<file path="src/rtl/dual_issue_scheduler.sv">
// Dual-issue controller between decode and execute: decides pair/single/split issue for the
// decoded pair and keeps saturating pairing-efficiency counters.
module dual_issue_scheduler #(
  parameter int unsigned CNT_W = 32
) (
  input  logic             clk,
  input  logic             reset,
  input  logic             valid1_i,
  input  logic             valid2_i,
  input  logic [4:0]       rd1_i,
  input  logic [4:0]       rs1_1_i,
  input  logic [4:0]       rs2_1_i,
  input  logic [4:0]       rd2_i,
  input  logic [4:0]       rs1_2_i,
  input  logic [4:0]       rs2_2_i,
  input  logic             regwrite1_i,
  input  logic             regwrite2_i,
  input  logic             mem1_i,
  input  logic             mem2_i,
  input  logic             stall_i,
  input  logic             flush_i,
  output logic             issue1_o,
  output logic             issue2_o,
  output logic             hold_fd_o,
  output logic             split_o,
  output logic [CNT_W-1:0] pair_cnt_o,
  output logic [CNT_W-1:0] single_cnt_o,
  output logic [CNT_W-1:0] split_cnt_o
);

  typedef enum logic [0:0] {StPair, StSplit2} state_e;

  state_e state_q, state_d;
  logic   conflict;
  logic   raw_hit, waw_hit, mem_hit;
  logic   split_enter;
  logic   cnt_en;

  logic [CNT_W-1:0] pair_cnt_q, single_cnt_q, split_cnt_q;

  // Slot-1 sources never matter: WAR within a pair is safe since operands are read in decode.
  logic unused_slot1_srcs;
  assign unused_slot1_srcs = ^{rs1_1_i, rs2_1_i};

  assign raw_hit  = regwrite1_i && (rd1_i != 5'd0) && ((rd1_i == rs1_2_i) || (rd1_i == rs2_2_i));
  assign waw_hit  = regwrite1_i && regwrite2_i && (rd1_i != 5'd0) && (rd1_i == rd2_i);
  assign mem_hit  = mem1_i && mem2_i;
  assign conflict = valid1_i && valid2_i && (raw_hit || waw_hit || mem_hit);

  always_comb begin
    state_d     = state_q;
    issue1_o    = 1'b0;
    issue2_o    = 1'b0;
    hold_fd_o   = 1'b0;
    split_enter = 1'b0;
    if (reset) begin
      case (state_q)
        StPair: begin
          if (flush_i) begin
            state_d = StPair;
          end else if (stall_i) begin
            hold_fd_o = 1'b1;
          end else if (conflict) begin
            issue1_o    = 1'b1;
            hold_fd_o   = 1'b1;
            split_enter = 1'b1;
            state_d     = StSplit2;
          end else begin
            issue1_o = valid1_i;
            issue2_o = valid2_i;
          end
        end
        StSplit2: begin
          if (flush_i) begin
            state_d = StPair;
          end else if (stall_i) begin
            hold_fd_o = 1'b1;
          end else begin
            issue2_o = 1'b1;
            state_d  = StPair;
          end
        end
        default: state_d = StPair;
      endcase
    end
  end

  assign cnt_en = !flush_i && !stall_i;

  always_ff @(posedge clk) begin
    if (!reset) begin
      state_q      <= StPair;
      pair_cnt_q   <= '0;
      single_cnt_q <= '0;
      split_cnt_q  <= '0;
    end else begin
      state_q <= state_d;
      if (cnt_en) begin
        if (issue1_o && issue2_o && !(&pair_cnt_q)) begin
          pair_cnt_q <= pair_cnt_q + CNT_W'(1);
        end
        if ((issue1_o ^ issue2_o) && !(&single_cnt_q)) begin
          single_cnt_q <= single_cnt_q + CNT_W'(1);
        end
        if (split_enter && !(&split_cnt_q)) begin
          split_cnt_q <= split_cnt_q + CNT_W'(1);
        end
      end
    end
  end

  assign split_o      = (state_q == StSplit2);
  assign pair_cnt_o   = pair_cnt_q;
  assign single_cnt_o = single_cnt_q;
  assign split_cnt_o  = split_cnt_q;

endmodule

</file>
<file path="config.mk">
export PLATFORM = sky130hd
export DESIGN_NAME = dual_issue_scheduler
export DESIGN_NICKNAME = d
export VERILOG_FILES = /design/src/rtl/dual_issue_scheduler.sv
export SDC_FILE = /design/constraint.sdc
export NUM_CORES = 1
export LEC_CHECK = 0
export ABC_AREA = 1
export CAP_MARGIN = 30
export CORE_ASPECT_RATIO = 0.9
export CORE_MARGIN = 4
export CORE_UTILIZATION = 54
export DETAILED_ROUTE_END_ITERATION = 7
export GPL_ROUTABILITY_DRIVEN = 1
export GPL_TIMING_DRIVEN = 0
export PLACE_DENSITY = 0.84
export SYNTH_ARGS = -nofsm -noshare
export SYNTH_HDL_FRONTEND = slang
export SYNTH_SLANG_ARGS = --single-unit
</file>
<file path="constraint.sdc">
create_clock -name clk -period 3 [get_ports clk]
set_input_delay 0.3 -clock clk [delete_from_list [all_inputs] [get_ports clk]]
set_output_delay 0.3 -clock clk [all_outputs]
set_load 0.02 [all_outputs]
</file>
# == Word level (Yosys, flattened, before mapping) ==
# Index checks and enable logic that the tools add are counted.
# word_totals
register_bits,97
input_bits,40
# op_classes
addsub,3
eq_ne,3
n_mux,24
bitwise_logic,2
reduce_logical,28
# op_table
operator,n
$add 32x1->32 const B,3
$reduce_and 32->1,3
$mux 1,21
$eq 5x5->1,3
$logic_and 1x1->1,13
$pmux 1 s2,3
$reduce_and 2->1,3
$logic_not 1->1,5
$reduce_bool 5->1,1
$logic_or 1x1->1,3
$not 1->1,1
$xor 1x1->1,1

# == Longest topological paths before layout ==
# Gate-level depths: netlist of run 1.
# depth
ltp_word,14
depth_mapped,21

# == Least setup slack after synthesis of run 1 ==
# OpenSTA, ideal clock, no wires.
# synth_path
path_type,input port to flip-flop
startpoint,input port rd1_i[2]
endpoint,register pair_cnt_q[11] (netlist: pair_cnt_o[11])
setup_time_ns,0.117
t_arrival_ns,2.330
t_required_ns,2.883
setup_slack_ns,0.553
path_stages,17
path_cell_list,nor2_1 > nand4_1 > nand2_1 > inv_1 > nand3_1 > nand3_2 > nand2_1 > nand2_1 > a21oi_1 > ha_1 > nand3_2 > nor2_1 > inv_1 > nor2_1 > nand2_1 > o21ai_0 > nor2_1
# synth_between
elab_chain_len,14
# synth_lines
item,line_no,rtl
from (decl),10,"input logic [4:0] rd1_i,"
$eq 5x5->1 / $reduce_bool 5->1 (equally long branches),"45, 46",
"$logic_or 1x1->1, or another cell as far along",45,assign raw_hit = regwrite1_i && (rd1_i != 5'd0) && ((rd1_i == rs1_2_i) || (rd1_i == rs2_2_i));
"$logic_and 1x1->1, on equally long branches","45, 46",
$logic_or 1x1->1 (*) (2 in a row),48,assign conflict = valid1_i && valid2_i && (raw_hit || waw_hit || mem_hit);
$logic_and 1x1->1 (*),48,
$mux 1 (*),63,end else if (conflict) begin
$mux 1 (*),61,end else if (stall_i) begin
$mux 1 (*),59,if (flush_i) begin
$pmux 1 s2 (*),57,case (state_q)
$mux 1 (*),56,if (reset) begin
named net issue2_o,23,"output logic issue2_o,"
$logic_and 1x1->1 (*) (2 in a row),99,if (issue1_o && issue2_o && !(&pair_cnt_q)) begin
$reduce_and 2->1 (no line) (*),n/a,
to (signal assigned),100,pair_cnt_q <= pair_cnt_q + CNT_W'(1);
to (decl),39,"logic [CNT_W-1:0] pair_cnt_q, single_cnt_q, split_cnt_q;"
# The timed path passes the listed nets; every way through them passes the cells marked *.
# A chain may end at the register's enable or synchronous reset.

# == Final worst setup path of run 1 ==
# layout_path
startpoint,input port rd1_i[2]
endpoint,output port issue2_o
# layout_between
elab_chain_len,11
# layout_lines
item,line_no
$eq 5x5->1 / $reduce_bool 5->1 (equally long branches),"45, 46"
"$logic_or 1x1->1, or another cell as far along",45
"$logic_and 1x1->1, on equally long branches","45, 46"
$logic_or 1x1->1 (*) (2 in a row),48
$logic_and 1x1->1 (*),48
$mux 1 (*),63
$mux 1 (*),61
$mux 1 (*),59
$pmux 1 s2 (*),57
$mux 1 (*),56
to (decl),23
# Mark *: on every way between the ends. The rest lies on a longest branch, timed or not.

==> results of run 1 <==
-- kinds of logic after synthesis --
| family | count (synthesis) |
|---|---|
| DFF | 97 |
| buffers and inverters | 129 |
| and+or+nand+nor | 529 |
| xor gates and xnor gates | 26 |
| AOI/OAI and AO/OA | 112 |
| adders and majority gates | 4 |
-- power by group --
| part | leakage (nW) | switching, mW | internal (mW) |
|---|---|---|---|
| combinational | 1.93 | 0.0867 | 0.0692 |
| clock | 0.162 | 0.485 | 0.795 |
| sequential | 0.781 | 0.000970 | 1.29 |
| total | 2.87 | 0.572 | 2.15 |
-- cell usage in the layout, fill, tap and decap left out, drive strengths merged --
| cell type | n |
|---|---|
| nor4 | 8 |
| o21a | 9 |
| and3 | 3 |
| bufinv | 2 |
| xnor2 | 8 |
| buf | 17 |
| clkdlybuf4s50 | 129 |
| nand4 | 17 |
| a31oi | 4 |
| nor3 | 44 |
| nor3b | 6 |
| nand3 | 58 |
| nor2 | 132 |
| a21oi | 81 |
| nand2 | 259 |
| dfxtp | 97 |
| nand3b | 2 |
| ha | 4 |
| o21ai | 18 |
| xor2 | 18 |
| inv | 107 |
| clkbuf | 18 |
-- worst paths after layout --
kind	start	endpoint	slack (ps)	depth (start not counted)
hold reg to reg	single_cnt_o[31]	single_cnt_o[31]	480	2
setup reg to reg	single_cnt_o[6]	single_cnt_o[30]	770	10
hold / removal	single_cnt_o[31]	single_cnt_o[31]	480	2
setup / recovery	rd1_i[2]	issue2_o	310	11
-- layer usage --
layer  global-route usage  wire, um  up-vias
li1                     -         -     3166
met1               0.3720      7293     2749
met2               0.4130      7265      241
met3              0.04076      1150       23
met4              0.06880       238        0
met5                    0         0        -
-- state kept, by name, summed over array words and instances, names as in the netlist --
signal and flops:
split_o 1, single_cnt_o 32, pair_cnt_o 32, split_cnt_o 32
-- tightest hold or removal path, delay by kind of cell (launching register included) --
kind,cells,cell delay (ps)
AOI/OAI and AO/OA,1,50
DFF,1,320
and+or+nand+nor,1,60
-- through the flow --
step                      std cells  instance area [um^2]  power (mW)  setup slack, ps  utilization
after floorplan                 897                  5736       1.400            552.9            -
after global placement         1155                  7188       1.470           -46.12       0.6985
after detailed placement       1155                  7188       1.473           -125.0       0.6985
after CTS                      1170                  7518       2.738            230.0       0.7306
after global routing           1170                  7528       2.797            25.70       0.7316
final                          1170                  7528       2.725            311.1       0.7316
-- layout make-up --
cell class,count,share of cell area
tap,129,0.02144
timing repair buffer,129,0.1715
clock buffer,13,0.03590
sequential,97,0.2579
buffer,22,0.02061
clock inverter,2,0.007977
inverter,107,0.05335
multi-input combinational,671,0.4313
-- repair_timing --
item                                    CTS  global route
buffers inserted                          0             0
endpoints found under the setup margin    0             4
gates resized for setup                   0             2
==> flow_metrics.py, run 1 <==
metrics = {
    "run_status": {
        "run_status": "complete, no violations",
    },
    "sta": {
        "setup_tns_ps": 0,
        "grt_setup_unrepaired": "no",
        "setup_viol": 0,
        "whs_ps": 482.4,
        "finalMaxSlewViolations": 0,
        "clock.fmax_mhz": 371.9,
        "period_needed_ps": 2689,
        "tightest_slew_ps": 701.3,
        "final_hold_viol_count": 0,
        "finalCritPeriodShare": 0.8963,
        "finClkSkew_ps": 4.247,
        "relSlewSlack": 0.5282,
    },
    "setup_path": {
        "worst-path-buf-inv": 3,
        "crit_path_end_kind": "output pin",
        "cp.arrival_ps": 2390,
        "startpoint_type": "input port",
        "path_common_cell": "nand2_1",
        "crit_path_top_delay_cell": "clkdlybuf4s50_1",
        "crit_family": "buffers and inverters",
        "max_stage_delay_ps": 680,
        "critPathMaxFanout": 5,
        "crit_required_ps": 2700,
        "crit_type": "in2out",
        "path_cells": "clkdlybuf4s50_1, nor2_1, nand4_1, nand2_1, inv_1, nand3_1, nand3_2, nand2_1, nand2_1, a21oi_1, clkdlybuf4s50_1",
    },
    "final_layout": {
        "multi_input_area_um2": 3247,
        "regArea_um2": 1942,
        "area_growth_pct": 31.26,
        "antenna_cells": 0,
        "drive_above_1_share": 0.05956,
        "fin_nets": 1081,
        "fillers": 903,
    },
    "logic_synthesis": {
        "synth_edf_count": 0,
        "ys.flop_type": "dfxtp_1",
        "synthSimpleGateAreaFrac": 0.4134,
        "ys_types": 35,
        "synth_compound_area_frac": 0.1025,
        "muxShareOfSynthArea": 0,
        "ys_warn_count": 0,
        "netlist_top_cells_area": "dfxtp_1 (34%), nand2_1 (17%), nor2_1 (8.3%)",
        "synthAdderAreaFrac": 0.008726,
        "syn_nets": 941,
        "yosysMostFrequentCell": "nand2_1",
        "yosys.area_share.xor_xnor": 0.03970,
        "synth.yosys.seq_area_share": 0.3386,
        "synth_top_family_by_area": "simple AND/OR/NAND/NOR gates",
        "ys_ff_latch": 97,
        "postSynthCellCount": 897,
        "synth_largest_area_cell": "dfxtp_1",
        "synth_top_area_share": 0.3386,
        "synthArstFlopShare": 0,
        "netlist_area_um2": 5736,
        "synth_area_per_cell_um2": 6.394,
        "synth_common_cells": "nand2_1 (258), nor2_1 (127), inv_1 (101)",
    },
    "cts": {
        "cts.htree.levels": 3,
        "cts_tree": "done",
        "hold_buffers": 0,
        "cts_buffers": 9,
        "insertion_delay_ps": 340,
        "clock-root-buffer": "clkbuf_16",
        "ctsLongestPathBuffers": 2,
        "path_clk_slew_ps": 60,
        "cts.sinks": 97,
    },
    "place": {
        "gp_congestion": 0.9747,
        "dp_hpwl_mm": 12.05,
        "portBuffers": 129,
    },
    "routing": {
        "route.detailed.drc": 0,
        "drtIter0Drc": 578,
        "final_antenna_net_count": 0,
        "wl_per_cell_um": 13.63,
        "drtPass1Iterations": 5,
        "num_vias": 6179,
        "routed_wl_mm": 15.95,
        "post_drt_via_cell_ratio": 5.281,
    },
    "global_route": {
        "antenna_found_initial": 0,
        "first_global_vias": 5713,
        "gr-total-overflow": 0,
        "grt_first_pass_wirelength_mm": 26.45,
        "grt_start_max_net_pins": 15,
        "track_usage": 0.2620,
    },
    "die": {
        "start_util": 0.5573,
        "die_area_um2": 12340,
        "core_area_um2": 10290,
        "boundaryPins": 140,
        "die_y_um": 105.8,
        "die_w_um": 116.6,
        "fp-row-count": 35,
    },
    "flow_run": {
        "drv_cap": 0,
    },
    "power": {
        "powerDensity_nw_per_um2": 361.9,
        "p_leak_nw": 2.869,
        "ir_drop_mv": 0.4146,
    },
    "min_path": {
        "min_path_type": "reg2reg",
    },
}
Power figures use the tool's default switching activity.
==> run 2: changes to the inputs <==
Settings changed: GPL_ROUTABILITY_DRIVEN 1 to 0.
==> run 2 against run 1 <==
- maximum frequency fell by 0.70%
- non-clock buffer count unchanged
- global-route usage grew 0.15 points
- cell area down 0.43%
- die area is the same
- total power shrank 3.7%
- setup slack worse by 19 ps
- combinational power is essentially flat
- clock skew grew 3.5 ps
- sequential power hardly changed
- largest power group unchanged
==> flow_metrics.py, run 2 (same netlist as run 1, synthesis figures left out) <==
metrics = {
    "setup_path": {
        "crit_required_ps": 2700,
        "crit_path_start": "rd1_i[1]",
        "r2r_slack_ps": 850,
        "path_cells": "clkdlybuf4s50_1, inv_2, nand2_1, o21ai_0, nor2_1, nand3_1, nand2_1, nand2_1, nand3_2, nand2_1, nand2_1, a21oi_1, clkdlybuf4s50_1",
        "cp.arrival_ps": 2410,
        "crit_path_end_kind": "output pin",
        "crit_path_top_delay_cell": "clkdlybuf4s50_1",
        "max_stage_delay_ps": 680,
        "startpoint_type": "input port",
        "critPathMaxFanout": 4,
        "crit_type": "in2out",
        "path_common_cell": "nand2_1",
        "r2r_start": "single_cnt_o[5]",
    },
    "power": {
        "seqPwrFrac": 0.491,
        "sw_frac_of_total": 0.2284,
        "combPwrFrac": 0.059,
        "p_clk_frac": 0.449,
        "p_leak_nw": 2.849,
        "powerDensity_nw_per_um2": 349.9,
        "power.total_mw": 2.623,
        "switchingPower_uw": 599.1,
        "cellInternalPower_mw": 2.024,
        "ir_drop_mv": 0.3367,
    },
    "sta": {
        "finalCritPeriodShare": 0.9026,
        "whs_ps": 486.3,
        "fin_ws_ps": 292.2,
        "period_needed_ps": 2708,
        "final_hold_viol_count": 0,
        "grt_setup_unrepaired": "no",
        "clock.fmax_mhz": 369.3,
        "setup_viol": 0,
        "finalMaxSlewViolations": 0,
        "tightest_slew_ps": 656.4,
        "finClkSkew_ps": 7.718,
        "relSlewSlack": 0.5584,
    },
    "routing": {
        "route.detailed.drc": 0,
        "wl_per_cell_um": 13.67,
        "drtPass1Iterations": 5,
        "num_vias": 6246,
        "routed_wl_mm": 16.01,
        "final_antenna_net_count": 0,
        "drtIter0Drc": 485,
        "post_drt_via_cell_ratio": 5.334,
    },
    "cts": {
        "ctsLongestPathBuffers": 2,
        "insertion_delay_ps": 350,
        "path_clk_slew_ps": 70,
        "clock-root-buffer": "clkbuf_16",
        "cts_tree": "done",
        "cts.htree.levels": 3,
        "postCtsSetupBuffers": 0,
        "cts.sinks": 97,
        "cts_buffers": 9,
    },
    "global_route": {
        "grt_start_max_net_pins": 16,
        "antenna_found_initial": 0,
        "first_global_vias": 5704,
        "gr-total-overflow": 0,
        "grt_first_pass_wirelength_mm": 26.53,
        "track_usage": 0.2635,
    },
    "place": {
        "dp_hpwl_mm": 12.19,
        "portBuffers": 129,
        "placed_area_um2": 7188,
        "dp.cells": 1155,
        "dp_worst_setup_slack_ps": -106.4,
    },
    "die": {
        "die_area_um2": 12340,
        "die_y_um": 105.8,
        "start_util": 0.5573,
        "core_area_um2": 10290,
        "die_w_um": 116.6,
        "boundaryPins": 140,
        "fp-row-count": 35,
    },
    "final_layout": {
        "most-common-layout-cells": "nand2_1 (258), clkdlybuf4s50_1 (129), nor2_1 (126)",
        "fin_nets": 1081,
        "drive_above_1_share": 0.06046,
        "area_growth_pct": 30.69,
        "final_common_cell": "nand2_1",
        "fin_area_um2": 7496,
        "fin_cells": 1171,
        "antenna_cells": 0,
    },
    "run_status": {
        "run_status": "complete, no violations",
    },
    "flow_run": {
        "drv_cap": 0,
    },
    "min_path": {
        "min_path_type": "reg2reg",
        "min-delay-start": "single_cnt_o[31]",
    },
}
## run 2: changes by cell type in the layout (fill, tap and decap cells not counted), sizes merged
| cell | delta |
|---|---|
| clkinvlp | +2 |
| clkbuf | -2 |
| clkinv | +2 |
| bufinv | -1 |
## run 2: repair_timing
item / in CTS / in global routing
hold buffers: 0 / 0
resized for setup: 0 / 2
setup endpoints to repair: 0 / 3
## run 2: critical path, delay by kind of cell
| kind | cells | cell delay [ps] |
|---|---|---|
| buffers and inverters | 3 | 1270 |
| AOI/OAI and AO/OA | 2 | 240 |
| and+or+nand+nor | 8 | 590 |
## run 2: final cells by class
| type | instances | area, um^2 |
|---|---|---|
| Buffer | 22 | 155.1 |
| Clock buffer | 11 | 242.7 |
| Clock inverter | 5 | 55.05 |
| Fill cell | 884 | 2795 |
| Inverter | 107 | 401.6 |
| Multi-Input combinational cell | 671 | 3247 |
| Sequential cell | 97 | 1942 |
| Tap cell | 129 | 161.4 |
| Timing Repair Buffer | 129 | 1291 |
## run 2: metal layers
metal	track usage	wire [um]	vias to the layer above
met5	0	0	-
met4	0.06224	218	0
met3	0.04535	1093	17
met2	0.4199	7318	238
met1	0.3707	7382	2825
li1	-	-	3166
## run 2: stage by stage
| stage | utilization | setup TNS, ps |
|---|---|---|
| after global placement | 0.6985 | -164.9 |
| final | 0.7284 | 0 |
| after detailed placement | 0.6985 | -253.9 |
| after global routing | 0.7284 | 0 |
| after floorplan | - | 0 |
| after CTS | 0.7274 | 0 |
## run 2: power by group through the flow
stage | clock, mW | combinational, mW | sequential [mW]
2_1_floorplan | 0 | 0.0804 | 1.32
3_3_place_gp | 0 | 0.152 | 1.32
3_5_place_dp | 0 | 0.155 | 1.32
4_1_cts | 1.19 | 0.155 | 1.29
5_1_grt | 1.24 | 0.172 | 1.29
6_report | 1.18 | 0.156 | 1.29
## run 2: path summary, 6_finish.rpt
| kind | end | depth (start not counted) |
|---|---|---|
| max | issue2_o | 13 |
| max reg2reg | single_cnt_o[26] | 10 |
| min reg2reg | single_cnt_o[31] | 2 |
| min | single_cnt_o[31] | 2 |
